`src/rtl/threshold_stream_ctrl_pkg.sv`:
```
// Shared types and reset defaults for the double-threshold stream controller.
package threshold_stream_ctrl_pkg;

    typedef enum logic [1:0] {
        STR_NONE   = 2'b00,
        STR_WEAK   = 2'b01,
        STR_STRONG = 2'b10
    } strength_t;

    typedef enum logic [1:0] {
        ST_IDLE  = 2'b00,
        ST_RUN   = 2'b01,
        ST_DRAIN = 2'b10,
        ST_DONE  = 2'b11
    } state_t;

    localparam int DEF_HIGH_TH = 40;
    localparam int DEF_LOW_TH  = 20;

endpackage

```
`src/rtl/threshold_stream_ctrl_classify.sv`:
```
// Combinational double-threshold classifier; equality with either threshold is weak.
module thresh_classify
    import threshold_stream_ctrl_pkg::*;
#(
    parameter int MAG_W = 11
) (
    input  logic [MAG_W-1:0] i_mag,
    input  logic [MAG_W-1:0] i_high,
    input  logic [MAG_W-1:0] i_low,
    output logic [1:0]       o_strength
);

    always_comb begin
        o_strength = STR_WEAK;
        if (i_mag > i_high) begin
            o_strength = STR_STRONG;
        end else if (i_mag < i_low) begin
            o_strength = STR_NONE;
        end
    end

endmodule

```
`src/rtl/threshold_stream_ctrl.sv`:
```
// Frame sequencer for the double-threshold stage: config shadowing, raster markers,
// one-deep output register and saturating per-frame strong/weak counters.
module threshold_stream_ctrl
    import threshold_stream_ctrl_pkg::*;
#(
    parameter int IMG_W = 640,
    parameter int IMG_H = 480,
    parameter int MAG_W = 11,
    parameter int CNT_W = 20
) (
    input  logic             clk,
    input  logic             rst_n,
    input  logic [MAG_W-1:0] cfg_high,
    input  logic [MAG_W-1:0] cfg_low,
    input  logic             cfg_wr,
    output logic             cfg_err,
    input  logic             start,
    input  logic [MAG_W-1:0] s_mag,
    input  logic             s_valid,
    output logic             s_ready,
    output logic [1:0]       m_strength,
    output logic             m_sof,
    output logic             m_eol,
    output logic             m_eof,
    output logic             m_valid,
    input  logic             m_ready,
    output logic             busy,
    output logic             frame_done,
    output logic [CNT_W-1:0] strong_count,
    output logic [CNT_W-1:0] weak_count
);

    localparam int COL_W = (IMG_W > 1) ? $clog2(IMG_W) : 1;
    localparam int ROW_W = (IMG_H > 1) ? $clog2(IMG_H) : 1;
    localparam logic [COL_W-1:0] COL_LAST = COL_W'(IMG_W - 1);
    localparam logic [ROW_W-1:0] ROW_LAST = ROW_W'(IMG_H - 1);
    localparam logic [CNT_W-1:0] CNT_MAX  = '1;
    localparam logic [MAG_W-1:0] RST_HIGH = MAG_W'(DEF_HIGH_TH);
    localparam logic [MAG_W-1:0] RST_LOW  = MAG_W'(DEF_LOW_TH);

    state_t           r_state;
    state_t           w_nextState;
    logic [MAG_W-1:0] r_shadowHigh;
    logic [MAG_W-1:0] r_shadowLow;
    logic [MAG_W-1:0] r_activeHigh;
    logic [MAG_W-1:0] r_activeLow;
    logic             r_cfgErr;
    logic [COL_W-1:0] r_col;
    logic [ROW_W-1:0] r_row;
    logic [CNT_W-1:0] r_strongCnt;
    logic [CNT_W-1:0] r_weakCnt;
    logic [1:0]       r_mStrength;
    logic             r_mSof;
    logic             r_mEol;
    logic             r_mEof;
    logic             r_mValid;

    logic             w_sReady;
    logic             w_busy;
    logic             w_frameDone;
    logic             w_startAcc;
    logic             w_inHs;
    logic             w_outHs;
    logic             w_cfgOk;
    logic             w_sof;
    logic             w_eol;
    logic             w_eof;
    logic [1:0]       w_strength;

    assign w_cfgOk    = (cfg_low <= cfg_high);
    assign w_startAcc = start && (r_state == ST_IDLE);
    assign w_inHs     = s_valid && w_sReady;
    assign w_outHs    = r_mValid && m_ready;
    assign w_sof      = (r_col == '0) && (r_row == '0);
    assign w_eol      = (r_col == COL_LAST);
    assign w_eof      = w_eol && (r_row == ROW_LAST);

    thresh_classify #(
        .MAG_W(MAG_W)
    ) u_classify (
        .i_mag      (s_mag),
        .i_high     (r_activeHigh),
        .i_low      (r_activeLow),
        .o_strength (w_strength)
    );

    always_ff @(posedge clk or negedge rst_n) begin
        if (!rst_n) begin
            r_state <= ST_IDLE;
        end else begin
            r_state <= w_nextState;
        end
    end

    always_comb begin
        w_nextState = r_state;
        w_sReady    = 1'b0;
        w_busy      = 1'b0;
        w_frameDone = 1'b0;
        case (r_state)
            ST_IDLE: begin
                if (start) begin
                    w_nextState = ST_RUN;
                end
            end
            ST_RUN: begin
                w_busy   = 1'b1;
                w_sReady = !r_mValid || m_ready;
                if (s_valid && w_sReady && w_eof) begin
                    w_nextState = ST_DRAIN;
                end
            end
            ST_DRAIN: begin
                w_busy = 1'b1;
                if (r_mValid && m_ready) begin
                    w_nextState = ST_DONE;
                end
            end
            ST_DONE: begin
                w_frameDone = 1'b1;
                w_nextState = ST_IDLE;
            end
            default: begin
                w_nextState = ST_IDLE;
            end
        endcase
    end

    // A write coinciding with an accepted start goes straight through to the active pair.
    always_ff @(posedge clk or negedge rst_n) begin
        if (!rst_n) begin
            r_shadowHigh <= RST_HIGH;
            r_shadowLow  <= RST_LOW;
            r_activeHigh <= RST_HIGH;
            r_activeLow  <= RST_LOW;
            r_cfgErr     <= 1'b0;
        end else begin
            r_cfgErr <= cfg_wr && !w_cfgOk;
            if (cfg_wr && w_cfgOk) begin
                r_shadowHigh <= cfg_high;
                r_shadowLow  <= cfg_low;
            end
            if (w_startAcc) begin
                r_activeHigh <= (cfg_wr && w_cfgOk) ? cfg_high : r_shadowHigh;
                r_activeLow  <= (cfg_wr && w_cfgOk) ? cfg_low  : r_shadowLow;
            end
        end
    end

    always_ff @(posedge clk or negedge rst_n) begin
        if (!rst_n) begin
            r_col       <= '0;
            r_row       <= '0;
            r_strongCnt <= '0;
            r_weakCnt   <= '0;
        end else if (w_startAcc) begin
            r_col       <= '0;
            r_row       <= '0;
            r_strongCnt <= '0;
            r_weakCnt   <= '0;
        end else if (w_inHs) begin
            if (w_eol) begin
                r_col <= '0;
                r_row <= w_eof ? '0 : r_row + ROW_W'(1);
            end else begin
                r_col <= r_col + COL_W'(1);
            end
            if ((w_strength == STR_STRONG) && (r_strongCnt != CNT_MAX)) begin
                r_strongCnt <= r_strongCnt + CNT_W'(1);
            end
            if ((w_strength == STR_WEAK) && (r_weakCnt != CNT_MAX)) begin
                r_weakCnt <= r_weakCnt + CNT_W'(1);
            end
        end
    end

    always_ff @(posedge clk or negedge rst_n) begin
        if (!rst_n) begin
            r_mValid    <= 1'b0;
            r_mStrength <= 2'b00;
            r_mSof      <= 1'b0;
            r_mEol      <= 1'b0;
            r_mEof      <= 1'b0;
        end else if (w_inHs) begin
            r_mValid    <= 1'b1;
            r_mStrength <= w_strength;
            r_mSof      <= w_sof;
            r_mEol      <= w_eol;
            r_mEof      <= w_eof;
        end else if (w_outHs) begin
            r_mValid <= 1'b0;
        end
    end

    assign cfg_err      = r_cfgErr;
    assign s_ready      = w_sReady;
    assign m_strength   = r_mStrength;
    assign m_sof        = r_mSof;
    assign m_eol        = r_mEol;
    assign m_eof        = r_mEof;
    assign m_valid      = r_mValid;
    assign busy         = w_busy;
    assign frame_done   = w_frameDone;
    assign strong_count = r_strongCnt;
    assign weak_count   = r_weakCnt;

endmodule

```
`config.mk`:
```
export PLATFORM = sky130hd
export DESIGN_NAME = threshold_stream_ctrl
export DESIGN_NICKNAME = d
export VERILOG_FILES = /design/src/rtl/threshold_stream_ctrl_pkg.sv /design/src/rtl/threshold_stream_ctrl_classify.sv /design/src/rtl/threshold_stream_ctrl.sv
export SDC_FILE = /design/constraint.sdc
export NUM_CORES = 1
export LEC_CHECK = 0
export BUFFER_PORTS_ARGS = -buffer_cell sky130_fd_sc_hd__buf_2
export CAP_MARGIN = 25
export CORE_ASPECT_RATIO = 1.1
export CORE_MARGIN = 2
export CORE_UTILIZATION = 55
export DETAILED_ROUTE_END_ITERATION = 10
export PLACE_DENSITY = 0.81
export SLEW_MARGIN = 30
export SYNTH_ARGS = -nofsm -noshare
export SYNTH_HDL_FRONTEND = slang
export SYNTH_SLANG_ARGS = --single-unit
```
`constraint.sdc`:
```
create_clock -name clk -period 6.53 [get_ports clk]
set_clock_uncertainty 0.15 [all_clocks]
set_input_delay 0.653 -clock clk [delete_from_list [all_inputs] [get_ports clk]]
set_output_delay 0.653 -clock clk [all_outputs]
set_load 0.005 [all_outputs]
```
==> impl_metrics.ini <==
[clock_tree]
clockRootBuffer = clkbuf_16
post_cts_buffers = 0
clkTransAtPathRegs_ps = 70
htreeDepth = 3
holdBufCountCts = 0
clockBufferDepth = 2
numCtsBuffers = 9
cts_tree = yes
cts.sinks = 112
worstSkewPairLatency_ps = 350
postCtsResizedCells = 0

[global_route]
grt_util_all_layers_pct = 25.9
gr-total-overflow = 0
antenna_found_initial = 0
grt_pass1_vias = 5396
grt_max_degree = 69
grt-busiest-layer = met2
grt_use_met2_pct = 43.5
gr-usage-met3_pct = 3.93
grt_util_met1_pct = 33.3
grt_pass1_wl_um = 25800

[timing]
tightest_slew_ps = 899
maxSlewViolCount = 0
finalSetupViolations = 0
relSlewSlack_pct = 39.9
max_freq_ghz = 0.307
fin_ws_ps = 3270
rsz0062_at_grt = no
post-route-min-period_ps = 3260
timing.hold.ws_ps = 158
fin_setup_tns_ps = 0
finalHoldViolations = 0
period_share_pct = 49.9

[critical_path]
r2r_cells = 9
critPathKind = flip-flop to flip-flop
start_kind = flip-flop
reg2reg_from = r_activeHigh[5]$_DFFE_PN1P_
cp_num_cells = 9
cp-end-kind = flip-flop
crit_start = r_activeHigh[5]$_DFFE_PN1P_
critPathMaxStageDelay_ps = 690
required_ps = 6640
critPathBufInv = 1
worstPathArrival_ps = 3370
cp-endpoint = weak_count[19]$_DFFE_PN0P_
r2r-end = weak_count[19]$_DFFE_PN0P_
cp_slowest_cell = o21ai_4
path_max_fanout = 28
r2r_slack_ps = 3270
cp_cell_sequence = inv_1 > ha_1 > nand2_1 > nor3_1 > a221o_1 > o21ai_4 > nand4_1 > or3_1 > a21oi_1
path_delay_family = compound AO/OA/AOI/OAI gates

[placed_design]
dp_slack_ps = 2980
place_congestion = 0.883
dpl_cell_area_um2 = 6910
dp_hpwl_um = 10800
portBuffers = 88

[run_status]
run_status = completed

[layout]
syn_to_final_growth_pct = 12.8
fin_nets = 826
final_cell_mix = 104 x dfrtp_1, 87 x buf_2, 68 x nand2_1, 54 x nor2_1, 48 x o21ai_0
final_area_um2 = 7210
drive_gt1_share_pct = 21.6
antennaDiodeCount = 0
final_common_cell = dfrtp_1

[yosys]
synth_area_per_cell_um2 = 9.49
async_reset_ff_share_pct = 100
seq_area_frac_synth_pct = 44.0
synth_flop_cell = dfrtp_1
synth_area_um2 = 6390
yosysWarnings = 0
ys_seq_elements = 112
synth_cell_types = 54
synth_cells = 673
syn_nets = 755
synth-edff-count = 0

[route]
via_per_inst = 6.18
firstDrtPassIters = 5
drc = 0
drt_iter0_markers = 454
totalWireLength_um = 16000
ant_nets = 0
vias = 5555
wl_per_cell_um = 17.7

[power]
powerDensity_nw_per_um2 = 207
p_leak_nw = 3.51
ir_drop_mv = 0.165
power_w = 0.00149

[worst_hold_path]
hold_class = primary input to async pin

[floorplan]
rows = 41
initial_utilization_pct = 56.1
die_h_um = 117
ios = 89
die_area_um2 = 12500
die_x_um = 107
core_um2 = 11400

[flow_run]
cap_violations = 0
[per-layer routing]
| metal | vias to the layer above | wire, µm |
|---|---|---|
| met2 | 228 | 7770 |
| li1 | 2571 | - |
| met1 | 2719 | 6840 |
| met3 | 37 | 946 |
| met4 | 0 | 399 |
| met5 | - | 0 |
[flip-flops by register name, summed over array words and instances, names as in the netlist]
| signal | flops |
|---|---|
| strong_count | 20 |
| m_sof | 1 |
| r_activeLow | 11 |
| r_state | 2 |
| m_strength | 2 |
| cfg_err | 1 |
| r_shadowLow | 11 |
| m_valid | 1 |
| r_col | 10 |
| weak_count | 20 |
| m_eof | 1 |
| r_activeHigh | 11 |
| m_eol | 1 |
| r_row | 9 |
| r_shadowHigh | 11 |
[how the worst min path moves through the flow]
stage                                    startpoint                          to  slack (ps)  depth (start not counted)
final                                         rst_n  r_activeLow[8]$_DFFE_PN0P_         160                          1
after global routing                          rst_n  r_activeLow[8]$_DFFE_PN0P_         200                          1
after CTS                                     rst_n  r_activeLow[8]$_DFFE_PN0P_         180                          1
after detailed placement  r_shadowHigh[4]$_DFF_PN0_   r_shadowHigh[4]$_DFF_PN0_         320                          2
after global placement    r_shadowHigh[4]$_DFF_PN0_   r_shadowHigh[4]$_DFF_PN0_         310                          2
after floorplan                               rst_n           cfg_err$_DFF_PN0_         210                          0
[cell usage after synthesis, types with 13 or more instances]
cell type  count  share of area [%]
nor2_1        54                3.2
xnor2_1       16                2.2
a21oi_1       26                2.0
o21ai_0       48                3.8
xor2_1        19                2.6
inv_1         43                2.5
o221a_2       21                3.7
nor3_1        24                1.9
o221ai_1      19                2.6
nand3_1       27                2.1
ha_1          43                8.4
dfrtp_1      104                 41
nand2_1       68                4.0
nand4_1       17                1.7
and3_1        13                1.3
clkbuf_1      23                1.4
[metrics by stage]
step,cells,util [%]
finish,899,63.3
global route,899,63.3
CTS,898,63.2
detailed placement,882,60.7
global placement,882,60.7
floorplan,673,-
[area by class of cell]
type	instances	area, µm²
Clock buffer	13	270
Clock inverter	3	15.0
Fill cell	909	4180
Inverter	43	161
Multi-Input combinational cell	486	3280
Sequential cell	112	2810
Tap cell	150	188
Timing Repair Buffer	92	477
[power breakdown]
part	internal, W	switching [W]
Clock	0.000289	0.000250
Combinational	0.0000676	0.0000913
Sequential	0.000744	0.0000488
[kinds of logic (layout without fill, tap and decap cells)]
| kind of cell | Yosys count | in the layout | synth area share [%] |
|---|---|---|---|
| buffers and inverters | 75 | 151 | 4.62 |
| muxes | 15 | 15 | 2.59 |
| and+or+nand+nor | 250 | 250 | 19.5 |
| adders and majority gates | 43 | 43 | 8.42 |
| DFF | 112 | 112 | 44.0 |
| xor gates and xnor gates | 35 | 35 | 4.80 |
| AOI/OAI and AO/OA | 143 | 143 | 16.0 |
(Power assumes the default switching activity.)
